--- src/rtl/spi32_slave.sv ---
// spi32_slave: mode-0 SPI responder, MSB first, with back-to-back word support.
// Ports: clk_in/reset_n, SCK_C/CS_S/MOSI_DQ0/MISO_DQ1 (SPI), tx_data/tx_ack,
//        rx_data/rx_valid, busy, frame_err, word_count.
module spi32_slave #(
  parameter int WIDTH       = 32,
  parameter int SYNC_STAGES = 2
) (
  input  logic             clk_in,
  input  logic             reset_n,
  input  logic             SCK_C,
  input  logic             CS_S,
  input  logic             MOSI_DQ0,
  input  logic [WIDTH-1:0] tx_data,
  output logic             MISO_DQ1,
  output logic [WIDTH-1:0] rx_data,
  output logic             rx_valid,
  output logic             tx_ack,
  output logic             busy,
  output logic             frame_err,
  output logic [7:0]       word_count
);

  localparam int CW = $clog2(WIDTH) + 1;

  typedef enum logic [1:0] {
    S_IDLE,
    S_LOAD,
    S_SHIFT
  } state_t;

  state_t r_state;

  logic [SYNC_STAGES-1:0] r_sck_sync;
  logic [SYNC_STAGES-1:0] r_cs_sync;
  logic [SYNC_STAGES-1:0] r_mosi_sync;
  logic                   r_sck_d;
  logic                   r_cs_d;
  logic [SYNC_STAGES:0]   r_vld;

  logic [WIDTH-2:0] r_tx_shift;
  logic [WIDTH-2:0] r_rx_shift;
  logic [CW-1:0]    r_bit_cnt;
  logic             r_sampled;
  logic             r_reload;

  logic             w_sck;
  logic             w_cs;
  logic             w_mosi;
  logic             w_real;
  logic             w_sck_rise;
  logic             w_sck_fall;
  logic             w_cs_fall;
  logic             w_cs_rise;
  logic [WIDTH-1:0] w_rx_next;

  assign w_sck  = r_sck_sync[SYNC_STAGES-1];
  assign w_cs   = r_cs_sync[SYNC_STAGES-1];
  assign w_mosi = r_mosi_sync[SYNC_STAGES-1];

  // The delayed copies only hold genuine pin samples once the preset
  // values have drained; until then no edge is reported, so a CS that
  // is already low when reset releases never looks like a frame start.
  assign w_real = r_vld[SYNC_STAGES];

  assign w_sck_rise = w_real & w_sck & ~r_sck_d;
  assign w_sck_fall = w_real & ~w_sck & r_sck_d;
  assign w_cs_fall  = w_real & ~w_cs & r_cs_d;
  assign w_cs_rise  = w_real & w_cs & ~r_cs_d;

  assign w_rx_next = {r_rx_shift, w_mosi};

  always_ff @(posedge clk_in or negedge reset_n) begin
    if (!reset_n) begin
      r_sck_sync  <= '0;
      r_cs_sync   <= '1;
      r_mosi_sync <= '1;
      r_sck_d     <= 1'b0;
      r_cs_d      <= 1'b1;
      r_vld       <= '0;
    end else begin
      r_sck_sync  <= {r_sck_sync[SYNC_STAGES-2:0], SCK_C};
      r_cs_sync   <= {r_cs_sync[SYNC_STAGES-2:0], CS_S};
      r_mosi_sync <= {r_mosi_sync[SYNC_STAGES-2:0], MOSI_DQ0};
      r_sck_d     <= w_sck;
      r_cs_d      <= w_cs;
      r_vld       <= {r_vld[SYNC_STAGES-1:0], 1'b1};
    end
  end

  always_ff @(posedge clk_in or negedge reset_n) begin
    if (!reset_n) begin
      r_state    <= S_IDLE;
      r_tx_shift <= '0;
      r_rx_shift <= '0;
      r_bit_cnt  <= '0;
      r_sampled  <= 1'b0;
      r_reload   <= 1'b0;
      MISO_DQ1   <= 1'b1;
      rx_data    <= '0;
      rx_valid   <= 1'b0;
      tx_ack     <= 1'b0;
      busy       <= 1'b0;
      frame_err  <= 1'b0;
      word_count <= '0;
    end else begin
      rx_valid  <= 1'b0;
      tx_ack    <= 1'b0;
      frame_err <= 1'b0;
      if (w_cs_rise) begin
        // CS wins over a coincident SCK rise; partial word is dropped.
        r_state   <= S_IDLE;
        MISO_DQ1  <= 1'b1;
        busy      <= 1'b0;
        frame_err <= (r_bit_cnt != '0);
        r_bit_cnt <= '0;
        r_sampled <= 1'b0;
        r_reload  <= 1'b0;
      end else begin
        unique case (r_state)
          S_IDLE: begin
            MISO_DQ1 <= 1'b1;
            busy     <= 1'b0;
            if (w_cs_fall) begin
              r_state <= S_LOAD;
            end
          end
          S_LOAD: begin
            r_tx_shift <= tx_data[WIDTH-2:0];
            MISO_DQ1   <= tx_data[WIDTH-1];
            tx_ack     <= 1'b1;
            r_bit_cnt  <= '0;
            r_sampled  <= 1'b0;
            r_reload   <= 1'b0;
            busy       <= 1'b1;
            word_count <= '0;
            r_state    <= S_SHIFT;
          end
          S_SHIFT: begin
            if (w_sck_rise) begin
              r_rx_shift <= w_rx_next[WIDTH-2:0];
              r_sampled  <= 1'b1;
              if (r_bit_cnt == CW'(WIDTH - 1)) begin
                rx_data   <= w_rx_next;
                rx_valid  <= 1'b1;
                r_bit_cnt <= '0;
                r_reload  <= 1'b1;
                if (word_count != 8'hFF) begin
                  word_count <= word_count + 8'd1;
                end
              end else begin
                r_bit_cnt <= r_bit_cnt + CW'(1);
              end
            end else if (w_sck_fall && r_sampled) begin
              if (r_reload) begin
                // Next word is taken on the fall after the last bit,
                // so its MSB is on MISO before the next rise.
                r_tx_shift <= tx_data[WIDTH-2:0];
                MISO_DQ1   <= tx_data[WIDTH-1];
                tx_ack     <= 1'b1;
                r_reload   <= 1'b0;
                r_sampled  <= 1'b0;
              end else begin
                MISO_DQ1   <= r_tx_shift[WIDTH-2];
                r_tx_shift <= {r_tx_shift[WIDTH-3:0], 1'b0};
              end
            end
          end
          default: r_state <= S_IDLE;
        endcase
      end
    end
  end

endmodule
--- config.mk ---
export PLATFORM = sky130hd
export DESIGN_NAME = spi32_slave
export DESIGN_NICKNAME = d
export VERILOG_FILES = /design/src/rtl/spi32_slave.sv
export SDC_FILE = /design/constraint.sdc
export NUM_CORES = 1
export LEC_CHECK = 0
export BUFFER_PORTS_ARGS = -buffer_cell sky130_fd_sc_hd__buf_2
export CORE_MARGIN = 8
export CORE_UTILIZATION = 45
export CTS_CLUSTER_DIAMETER = 30
export DETAILED_ROUTE_END_ITERATION = 7
export PLACE_DENSITY = 0.72
export SLEW_MARGIN = 20
export SYNTH_ARGS = -nofsm -noshare
export SYNTH_HDL_FRONTEND = slang
export SYNTH_SLANG_ARGS = --single-unit
--- constraint.sdc ---
create_clock -name clk_in -period 1.9 [get_ports clk_in]
set_input_delay 0.095 -clock clk_in [delete_from_list [all_inputs] [get_ports clk_in]]
set_output_delay 0.095 -clock clk_in [all_outputs]
set_load 0.005 [all_outputs]
Yosys cells after proc, flatten, opt, wreduce, memory -nomap -nowiden
Index checks and enable logic that the tools add are counted.
- logic and storage cells: 109
- bits in registers: 128
- ROM bits: 0
- input port bits: 37
- output and inout bits: 45
- latch bits: 0
- memories kept: 0
- RAM bits: 0
- divide/modulo/power cells: 0
- multiply operators: 0
- multiplexer cells: 42
- order comparisons: 0
- bitwise operators: 13
- reduce and logical (&&, ||, !) cells: 16
- eq/ne operators: 17
- shifts and indexed selects: 0
- $add $sub $neg: 2
- operators by type and width (cell ; count):
    31-bit 2-to-1 mux ; 3
    31-bit case mux with 2 select lines ; 1
    8-bit 2-to-1 mux ; 3
    1-bit 2-to-1 mux ; 22
    6-bit 2-to-1 mux ; 3
    8-bit case mux with 2 select lines ; 1
    2-bit != test, second input constant ; 6
    3-bit != test, second input constant ; 4
    4-bit != test, second input constant ; 3
    6-bit case mux with 2 select lines ; 1
    3-bit AND reduction ; 4
    8-bit by 1-bit adder with 8-bit output, second input constant ; 1
    1-bit AND ; 8
    8-bit != test, second input constant ; 1
    1-bit case mux with 2 select lines ; 4
    4-bit AND reduction ; 2
    6-bit by 1-bit adder with 6-bit output, second input constant ; 1
    6-bit by 5-bit == test with 1-bit output, second input constant ; 1
    2-bit case mux with 3 select lines ; 1
    3-bit nonzero test ; 2
    6-bit nonzero test ; 1
    1-bit inverter ; 5
    5-bit AND reduction ; 1
    2-bit 2-to-1 mux ; 2
    other kinds (8) ; 9

Logic depth before layout (Yosys ltp)
Gate-level depths: netlist of the first run.
- word-level depth: 8
- mapped depth: 9
- mapped depth without buffers: 6

Worst setup path after synthesis of the first run
No wires, ideal clock.
- kind: register to register
- start: reg r_cs_d
- end: reg rx_data[0]
- stages on the path, launching flop included: 6
- period minus slack after synthesis: 1860 ps
- buffers on the path: 1
- setup time: 125 ps
- data required time: 1775 ps
- setup slack: 40 ps
- data arrival time: 1735 ps
- cells stage by stage: dfstp_2 > nand3b_1 > nand3_4 > nor3_4 > buf_6 > mux2_2
- cells in the longest elaborated chain, start to end: 4
- RTL lines (what ; line ; source):
    from (decl) ; 37 ; logic r_cs_d;
    from (signal assigned) ; 85 ; r_cs_d <= w_cs;
    1-bit inverter ; 68 ; assign w_cs_rise = w_real & w_cs & ~r_cs_d;
    1-bit AND ; 68 ;
    1-bit inverter (no source line) ; -- ;
    4-bit AND reduction (no source line) ; -- ;
    to (signal assigned) ; 143 ; rx_data <= w_rx_next;
    to (decl) ; 15 ; output logic [WIDTH-1:0] rx_data,
Every way passes these cells.
A chain may end at the register's enable or synchronous reset.

Final worst setup path of the first run
- start: reg r_bit_cnt[0]
- end: reg word_count[4]
- cells in the longest elaborated chain, start to end: 3
- RTL lines (what ; line ; source):
    from (decl) ; 42 ; logic [CW-1:0] r_bit_cnt;
    from (signal assigned) ; 151 ; r_bit_cnt <= r_bit_cnt + CW'(1);
    6-bit by 5-bit == test with 1-bit output ; 142 ; if (r_bit_cnt == CW'(WIDTH - 1)) begin
    2-bit != test (no source line) ; -- ;
    5-bit AND reduction (no source line) ; -- ;
    to (signal assigned) ; 148 ; word_count <= word_count + 8'd1;
    to (decl) ; 20 ; output logic [7:0] word_count
Every way passes these cells.

==> results of run 1 <==
cells in the final DEF (no fill, tap or decap), drive strengths merged, types with 2 or more instances in the layout:
cell type | synthesis | final
dfrtp | 122 | 122
buf | 12 | 106
mux2 | 66 | 66
a21oi | 41 | 41
nor2 | 39 | 39
mux2i | 30 | 30
dlygate4sd3 | 0 | 23
clkbuf | 12 | 23
nand2 | 14 | 14
inv | 8 | 8
nand3 | 8 | 8
nor3 | 7 | 7
dfstp | 6 | 6
nor4 | 6 | 6
ha | 6 | 6
o21ai | 4 | 4
bufinv | 0 | 4
nand4 | 3 | 3
a211o | 3 | 3
and3 | 3 | 3
and2 | 3 | 3
nand2b | 3 | 3
clkinv | 0 | 3
nand3b | 2 | 2
and3b | 2 | 2
or3 | 2 | 2
a21o | 2 | 2
or4 | 2 | 2
a221o | 2 | 2
a22o | 2 | 2
xor2 | 2 | 2
o2bb2ai | 2 | 2
clkinvlp | 0 | 2
nor2b | 2 | 2
worst min path at each step:
stage / endpoint / depth (start not counted) / slack [ns] / start
after detailed placement: r_mosi_sync[0] / 1 / 0.20 / MOSI_DQ0
after floorplan: busy / 0 / -0.20 / reset_n
after global placement: r_mosi_sync[0] / 1 / 0.20 / MOSI_DQ0
final: r_tx_shift[6] / 3 / 0.01 / tx_data[6]
after global routing: r_tx_shift[19] / 3 / 0.01 / tx_data[19]
after CTS: r_tx_shift[19] / 3 / 0.001 / tx_data[19]
state kept, by name (all words and copies together) (netlist names), 2 cells and up:
signal / flops
rx_data: 32
r_rx_shift: 31
r_tx_shift: 31
word_count: 8
r_bit_cnt: 6
r_vld: 3
r_cs_sync: 2
r_mosi_sync: 2
r_sck_sync: 2
r_state: 2
tightest hold or removal path, cell delays in order:
cell,delay [ns]
buf_2,0.08
mux2i_1,0.06
a21oi_1,0.14
metal layers:
metal	up-vias	routed length, um	part of all wire [%]	track usage [%]
met4	0	241	2.1	7.785
met2	82	5538	48	24.15
met3	21	528	4.6	4.599
li1	1803	-	-	-
met5	-	0	0	0
met1	1860	5119	45	18.49
synthesized netlist by cell type (all sizes together) (2+ instances only):
cell / n
a211o: 3
a21o: 2
a21oi: 41
a221o: 2
a22o: 2
and2: 3
and3: 3
and3b: 2
buf: 12
clkbuf: 12
dfrtp: 122
dfstp: 6
ha: 6
inv: 8
mux2: 66
mux2i: 30
nand2: 14
nand2b: 3
nand3: 8
nand3b: 2
nand4: 3
nor2: 39
nor2b: 2
nor3: 7
nor4: 6
o21ai: 4
o2bb2ai: 2
or3: 2
or4: 2
xor2: 2
timing repair:
item	CTS	global route
cloned	0	0
resized for setup	1	5
hold buffers	23	0
endpoints found under the setup margin	33	37
pin swaps	0	0
hold endpoints to repair	144	0
power groups by stage:
stage	sequential, mW	combinational (mW)	clock [mW]
after floorplan	3.39	1.40	0
after global placement	3.43	1.94	0
after detailed placement	3.45	2.02	0
after CTS	3.41	2.06	3.52
after global routing	3.47	2.34	3.65
final	3.42	2.08	3.44
final cells by class:
class,count,area [um^2]
inverter,8,30.03
multi-input combinational,274,2131
fill,960,4832
timing repair buffer,129,888.4
sequential,128,3211
clock buffer,23,478.0
tap,147,183.9
clock inverter,9,157.7
logic make-up (layout without fill, tap and decap cells):
kind of cell	Yosys count	count (layout)	share of synthesized area, %
AOI/OAI and AO/OA	69	69	7.948
xor gates and xnor gates	2	2	0.3207
adders and majority gates	6	6	1.374
buffers and inverters	32	169	2.863
DFF	128	128	58.77
muxes	96	96	19.10
other	1	1	0.06865
and+or+nand+nor	100	100	9.551
==> impl_metrics.yaml, run 1 <==
run_status:
  outcome: "finished clean"
cells_and_area:
  final_nets: 601
  stdcell_area_um2: 7079
  fin_util_pct: 59.43
  fin_cells: 718
  drive_above_1_share_pct: 37.13
  layout-area-overhead-vs-synth_pct: 29.59
  diodes: 0
worst_setup_path:
  r2r_cells: 5
  path_class: "register to register"
  critPathLaunchType: "register"
  critPathArrivalTime_ns: 2.12
  r2r_end: "word_count[4]"
  worstPathCellList: "ha_1 > nand3_4 > or4_1 > and3_1 > a211o_1"
  cpMaxStageDelayCell: "or4_1"
  r2r-start: "r_bit_cnt[0]"
  cp_num_buf_inv: 0
  crit_family: "simple AND/OR/NAND/NOR gates"
  cp_max_fo: 6
  cp_slowest_stage_delay_ns: 0.56
  crit_end: "word_count[4]"
  worstPathRequired_ns: 2.19
  endpoint_kind: "register"
  r2r_slack_ns: 0.07
  cp-startpoint: "r_bit_cnt[0]"
  worstSetupPathDepth: 5
logic_synthesis:
  yosys.area.top_type_share_pct: 55.89
  synth_top_cell_by_area: "dfrtp_1"
  synth_cells: 434
  netlist_top_cells_area: "dfrtp_1 56%, mux2_2 13%, mux2i_1 5.5%"
  synth_seq_cells: 128
  yosysWarnings: 0
  syn_avg_cell_area_um2: 12.59
  syn-cell-area_um2: 5463
  synthArstFlopShare_pct: 100.0
  ys.flop_type: "dfrtp_1"
  synth_edf_count: 0
  syn_nets: 477
  ys_seq_area_share_pct: 58.77
  ys_types: 54
sta:
  final.min_clock_period_ns: 1.830
  post-route-period-util_pct: 96.32
  setup-tns-final_ns: 0
  tightest_slew_ns: 0.7034
  finalHoldViolations: 0
  slew_viol_final: 0
  fin_skew_ns: 0.008515
  rsz0062_at_grt: "false"
  clock.fmax_mhz: 546.4
  slew_headroom_pct: 53.10
  setup_viol: 0
  fin_hold_ws_ns: 0.01191
  final.setup.worst_slack_ns: 0.06983
detailed_routing:
  drc: 0
  drt-initial-drc-count: 203
  drt_first_pass_iters: 6
  dr_total_vias: 3766
  wl_um: 11430
  ant_nets: 0
  drt-wirelength-per-cell_um: 15.92
  viasPerCell: 5.245
pwr:
  clkPwrFrac_pct: 38.5
  p_sw_share_pct: 28.30
  combPwrFrac_pct: 23.3
  seq_power_share_pct: 38.2
  vdd_ir_drop_max_uv: 573.8
  power_density_nw_per_um2: 1262
  p_sw_mw: 2.528
  p_total_mw: 8.932
  p_int_mw: 6.404
  power_leakage_nw: 3.635
floorplan:
  boundaryPins: 82
  rows: 40
  die-area_um2: 15920
  die_x_um: 126.2
  start_util_pct: 45.86
  coreArea_um2: 11910
  die_h_um: 126.2
cts:
  path_clk_slew_ns: 0.05
  cts_tree: "built"
  clk_latency_ns: 0.41
  post_cts_buffers: 0
  htree_num_levels: 4
  clock_sinks: 128
  cts_root_buffer: "clkbuf_16"
  cts_buffers: 17
  cts_buffer_depth: 2
global_route:
  grt-ovfl-total: 0
  antenna_found_initial: 0
  grt_first_pass_wirelength_um: 19460
  grt_max_degree: 129
  grt_use_total_pct: 15.24
  grt_pass1_vias: 3953
placed_design:
  io_buffers: 81
  place_ws_ns: -0.01426
  gp_congestion: 0.8693
  place_area_um2: 6181
  placedCellCount: 663
  dp_hpwl_um: 7591
run:
  cap_violations: 0
worst_hold_path:
  hold_class: "input port to register"
Note: power is estimated with default switching activity, not from simulation.
==> inputs of run 2 (changes only) <==
Settings changed: CTS_BUF_LIST set to sky130_fd_sc_hd__clkbuf_16, REMOVE_ABC_BUFFERS set to 1.
==> run 2 against run 1 <==
Count of clock-buffer cells in the layout is 6 lower. Fmax shrank 2.8%. Hold slack about the same. Sequential share of layout area shrank 0.37 points. Clock skew down 0.0024 ns. Power barely moved. Worst setup slack worse by 0.053 ns. Non-clock buffer count stayed put. Flip-flop and latch count unchanged. Via count grew 1.8%. Critical endpoint is now rx_data[16].
==> impl_metrics.yaml, run 2 (synthesis gave the netlist of run 1 again) <==
sta:
  rsz0062_at_grt: "true"
  fin_hold_ws_ns: 0.01146
  post-route-period-util_pct: 99.11
  fin_skew_ns: 0.006156
  final.setup.worst_slack_ns: 0.01682
  setup_viol: 0
  tightest_slew_ns: 0.5140
  setup-tns-final_ns: 0
  slew_headroom_pct: 65.74
  clock.fmax_mhz: 531.0
  finalHoldViolations: 0
  final.min_clock_period_ns: 1.883
  slew_viol_final: 0
cells_and_area:
  layout-area-overhead-vs-synth_pct: 30.65
  final_common_cell: "dfrtp_1"
  largest_register_ffs: 32
  final_nets: 601
  largestRegisters: "rx_data x32, r_rx_shift x31, r_tx_shift x31"
  fin_util_pct: 59.92
  max_flop_register: "rx_data"
  drive_above_1_share_pct: 38.53
  diodes: 0
  layout_common_cells: "122 x dfrtp_1, 80 x buf_2, 59 x mux2_2, 41 x a21oi_1, 39 x nor2_1"
placed_design:
  dp_hpwl_um: 7797
  gp_congestion: 0.8136
  io_buffers: 81
  place_ws_ns: -0.008430
pwr:
  power_density_nw_per_um2: 1251
  seq_power_share_pct: 38.2
  p_int_mw: 6.282
  power_leakage_nw: 3.663
  p_sw_mw: 2.645
  combPwrFrac_pct: 23.0
  clkPwrFrac_pct: 38.8
  p_sw_share_pct: 29.63
  vdd_ir_drop_max_uv: 754.9
worst_setup_path:
  cpMaxStageDelayCell: "dfstp_2"
  crit_family: "simple AND/OR/NAND/NOR gates"
  cp_slowest_stage_delay_ns: 0.53
  critPathArrivalTime_ns: 2.17
  cp_num_buf_inv: 2
  path_class: "register to register"
  worstPathCellList: "nand3b_1 > nand3_4 > nor3_4 > buf_6 > clkbuf_16 > mux2_2"
  cp_max_fo: 8
  critPathLaunchType: "register"
  endpoint_kind: "register"
  worstPathRequired_ns: 2.19
detailed_routing:
  drt-wirelength-per-cell_um: 17.19
  viasPerCell: 5.341
  ant_nets: 0
  dr_total_vias: 3835
  drc: 0
  wl_um: 12340
  drt-initial-drc-count: 218
  drt_first_pass_iters: 4
global_route:
  grt_use_total_pct: 15.18
  grt_pass1_vias: 3967
  grt_first_pass_wirelength_um: 19460
  grt_max_degree: 63
  antenna_found_initial: 0
  grt-ovfl-total: 0
run:
  cap_violations: 0
floorplan:
  start_util_pct: 45.86
  rows: 40
  die_x_um: 126.2
  coreArea_um2: 11910
  boundaryPins: 82
  die-area_um2: 15920
  die_h_um: 126.2
cts:
  cts_tree: "built"
  path_clk_slew_ns: 0.06
  clk_latency_ns: 0.41
  cts_root_buffer: "clkbuf_16"
  clock_sinks: 128
  htree_num_levels: 4
  cts_buffer_depth: 2
  cts_buffers: 17
run_status:
  outcome: "finished clean"
worst_hold_path:
  hold_class: "input port to register"
==> run 2: cell types whose count changed in the layout (fill, tap and decap cells not counted), moves of 2 or more <==
cell and delta:
buf_12 +3, clkbuf_1 -3, clkbuf_16 +2, clkbuf_8 -3
dlygate4sd3_1 -6, inv_6 +4, mux2_2 -3, mux2_4 +3
==> run 2: cell type report <==
type                            instances  area [um^2]
Sequential cell                       128         3211
Timing Repair Buffer                  129        949.7
Multi-Input combinational cell        274         2130
Inverter                                8        30.03
Tap cell                              147        183.9
Clock inverter                         15        207.7
Fill cell                             961         4775
Clock buffer                           17        425.4
==> run 2: tightest hold or removal path, cell delays in order <==
cell     delay [ns]
buf_2          0.08
mux2i_1        0.06
a21oi_1        0.14
==> run 2: timing repair <==
| action | 4_1_cts | 5_1_grt |
|---|---|---|
| gates resized for setup | 1 | 12 |
| hold buffers | 17 | 0 |
| cloned | 0 | 2 |
| setup buffers | 0 | 6 |
| pin swaps | 0 | 2 |
| setup endpoints to repair | 33 | 35 |
| endpoints found under the hold margin | 48 | 0 |
==> run 2: per-stage QoR <==
| stage | power [mW] | std cells | instance area (um^2) |
|---|---|---|---|
| after floorplan | 4.731 | 410 | 5336 |
| after global placement | 5.332 | 661 | 6178 |
| after detailed placement | 5.441 | 661 | 6178 |
| after CTS | 8.975 | 710 | 6984 |
| after global routing | 9.414 | 718 | 7137 |
| final | 8.927 | 718 | 7137 |
==> run 2: final timing paths <==
check | from | to | slack, ns | cells past startpoint
setup / recovery | r_cs_d | rx_data[16] | 0.02 | 6
hold / removal | tx_data[18] | r_tx_shift[18] | 0.01 | 3
setup reg to reg | r_cs_d | rx_data[16] | 0.02 | 6
hold reg to reg | r_sck_sync[0] | r_sck_sync[1] | 0.36 | 0
max in group asynchronous | reset_n | r_mosi_sync[1] | 1.00 | 3
min in group asynchronous | reset_n | r_rx_shift[4] | 0.20 | 2
==> run 2: power by group through the flow <==
stage / clock network (mW) / registers [mW] / logic [mW]
after floorplan: 0 / 3.40 / 1.33
after global placement: 0 / 3.42 / 1.91
after detailed placement: 0 / 3.45 / 1.99
after CTS: 3.53 / 3.41 / 2.04
after global routing: 3.67 / 3.46 / 2.29
final: 3.46 / 3.41 / 2.05
==> run 2: layer usage <==
metal / global-route usage, % / wire length, um / vias to the layer above
met2: 26.78 / 6601 / 78
met1: 17.07 / 5151 / 1925
met4: 6.582 / 196 / 0
met5: 0 / 0 / -
met3: 3.797 / 392 / 24
li1: - / - / 1808
==> inputs of run 3 (changes only) <==
Settings changed: CORE_ASPECT_RATIO set to 0.9.
==> run 3 against run 2 <==
First-iteration DRC count decreased by 8.7%. Core utilization down 0.19 points. Power decreased by 4.1%. Count of clock-buffer cells in the layout did not move. Via count fell by 0.63%. Critical path depth unchanged. Sequential power is essentially flat. Critical endpoint is now rx_data[8]. Largest cell class unchanged. Highest routed layer unchanged.
==> impl_metrics.yaml, run 3 (synthesis gave the netlist of run 1 again) <==
run_status:
  outcome: "finished clean"
worst_setup_path:
  path_class: "register to register"
  worstPathRequired_ns: 2.19
  cp_num_buf_inv: 2
  critPathLaunchType: "register"
  endpoint_kind: "register"
  cp_max_fo: 8
  worstPathCellList: "nand3b_1 > nand3_4 > nor3_4 > buf_12 > buf_6 > mux2_2"
  critPathArrivalTime_ns: 2.13
  cp_slowest_stage_delay_ns: 0.54
  r2r_slack_ns: 0.06
  cpMaxStageDelayCell: "dfstp_2"
  crit_family: "flip-flops"
pwr:
  combPwrFrac_pct: 24.5
  power_density_nw_per_um2: 1201
  p_sw_share_pct: 29.65
  seq_power_share_pct: 39.8
  p_int_mw: 6.021
  p_sw_mw: 2.538
  clkPwrFrac_pct: 35.7
  p_total_mw: 8.559
  vdd_ir_drop_max_uv: 823.3
  power_leakage_nw: 3.665
detailed_routing:
  ant_nets: 0
  viasPerCell: 5.171
  wl_um: 11720
  dr_total_vias: 3811
  drt_first_pass_iters: 6
  drc: 0
  drt-wirelength-per-cell_um: 15.90
  drt-initial-drc-count: 199
cells_and_area:
  layout_common_cells: "122 x dfrtp_1, 80 x buf_2, 62 x mux2_2, 41 x a21oi_1, 39 x nor2_1"
  drive_above_1_share_pct: 37.09
  max_flop_register: "rx_data"
  largest_register_ffs: 32
  stdcell_area_um2: 7128
  fillerInstances: 946
  layout-area-overhead-vs-synth_pct: 30.49
  largestRegisters: "rx_data x32, r_rx_shift x31, r_tx_shift x31"
  diodes: 0
  final_common_cell: "dfrtp_1"
  final_nets: 607
cts:
  path_clk_slew_ns: 0.06
  htree_num_levels: 4
  cts_root_buffer: "clkbuf_16"
  cts_buffer_depth: 2
  clock_sinks: 128
  cts_buffers: 17
  cts_tree: "built"
  clk_latency_ns: 0.41
global_route:
  met1_usage_pct: 18.16
  grt_use_total_pct: 15.00
  grt_first_pass_wirelength_um: 19320
  grt-ovfl-total: 0
  antenna_found_initial: 0
  busiest_layer: "met2"
  grt_pass1_vias: 3947
  grt_use_met2_pct: 23.86
  grt_max_degree: 63
  grt_util_met3_pct: 4.975
floorplan:
  boundaryPins: 82
  rows: 38
  die_h_um: 120.5
  coreArea_um2: 11930
  die-area_um2: 15930
  die_x_um: 132.1
  start_util_pct: 45.77
sta:
  finalHoldViolations: 0
  slew_viol_final: 0
  final.min_clock_period_ns: 1.835
  setup_viol: 0
  rsz0062_at_grt: "false"
  clock.fmax_mhz: 544.8
  fin_skew_ns: 0.008024
  post-route-period-util_pct: 96.60
placed_design:
  place_area_um2: 6222
  gp_congestion: 0.8455
  dp_hpwl_um: 7617
  io_buffers: 81
run:
  cap_violations: 0
worst_hold_path:
  hold_class: "input port to register"
## run 3: cell types whose count changed in the layout (fill, tap and decap cells not counted), moves of 2 or more
cell,previous run,this run
bufinv_16,4,2
clkinv_2,1,4
dlygate4sd3_1,17,24
mux2_4,3,0
inv_1,7,11
mux2_2,59,62
inv_6,4,1
## run 3: metal layers
| layer | vias up | routed length (um) |
|---|---|---|
| li1 | 1820 | - |
| met2 | 101 | 5686 |
| met5 | - | 0 |
| met4 | 0 | 167 |
| met3 | 18 | 632 |
| met1 | 1872 | 5233 |
## run 3: cell type report
cell class	instances	area, um^2	share of cell area (%)
sequential	128	3211	45.04
multi-input combinational	274	2118	29.72
timing repair buffer	135	1012	14.20
clock buffer	17	425.4	5.968
tap	160	200.2	2.808
clock inverter	15	131.4	1.843
inverter	8	30.03	0.4213
## run 3: power by group through the flow
stage,Combinational (mW),Clock [mW],Sequential (mW)
final,2.10,3.05,3.41
after global routing,2.38,3.24,3.46
after CTS,2.11,3.12,3.41
after detailed placement,2.05,0,3.45
after global placement,1.98,0,3.42
after floorplan,1.33,0,3.40
## run 3: repair_timing
item / CTS / global route
pin swaps: 0 / 1
buffers inserted: 0 / 2
endpoints found under the setup margin: 27 / 31
endpoints found under the hold margin: 130 / 0
gates resized for setup: 1 / 4
hold buffers: 24 / 0
gates cloned: 0 / 3
## run 3: path summary, 6_finish.rpt
kind / startpoint / endpoint / cells after the start
setup / recovery: r_cs_d / rx_data[8] / 6
hold / removal: tx_data[22] / r_tx_shift[22] / 3
setup reg to reg: r_cs_d / rx_data[8] / 6
hold reg to reg: r_vld[1] / r_vld[2] / 0
max in group asynchronous: reset_n / MISO_DQ1 / 3
min in group asynchronous: reset_n / rx_data[0] / 2
## run 3: worst register-to-register path, stage by stage, from the launching register on
cell and delay (ns):
dfstp_2 0.54, nand3b_1 0.17, nand3_4 0.12, nor3_4 0.23, buf_12 0.16, buf_6 0.16, mux2_2 0.35
## run 3: per-stage QoR
| step | hold slack [ns] | util, % | setup WS [ns] | setup TNS (ns) | std cells |
|---|---|---|---|---|---|
| floorplan | -0.2006 | - | -1.003 | -50.62 | 410 |
| global placement | 0.04502 | 52.14 | 0.04549 | 0 | 676 |
| detailed placement | 0.04937 | 52.14 | -0.009776 | -0.01043 | 676 |
| CTS | 0.002164 | 58.84 | 0.02809 | 0 | 732 |
| global route | 0.004713 | 59.73 | 0.0003975 | 0 | 737 |
| finish | 0.01057 | 59.73 | 0.06457 | 0 | 737 |
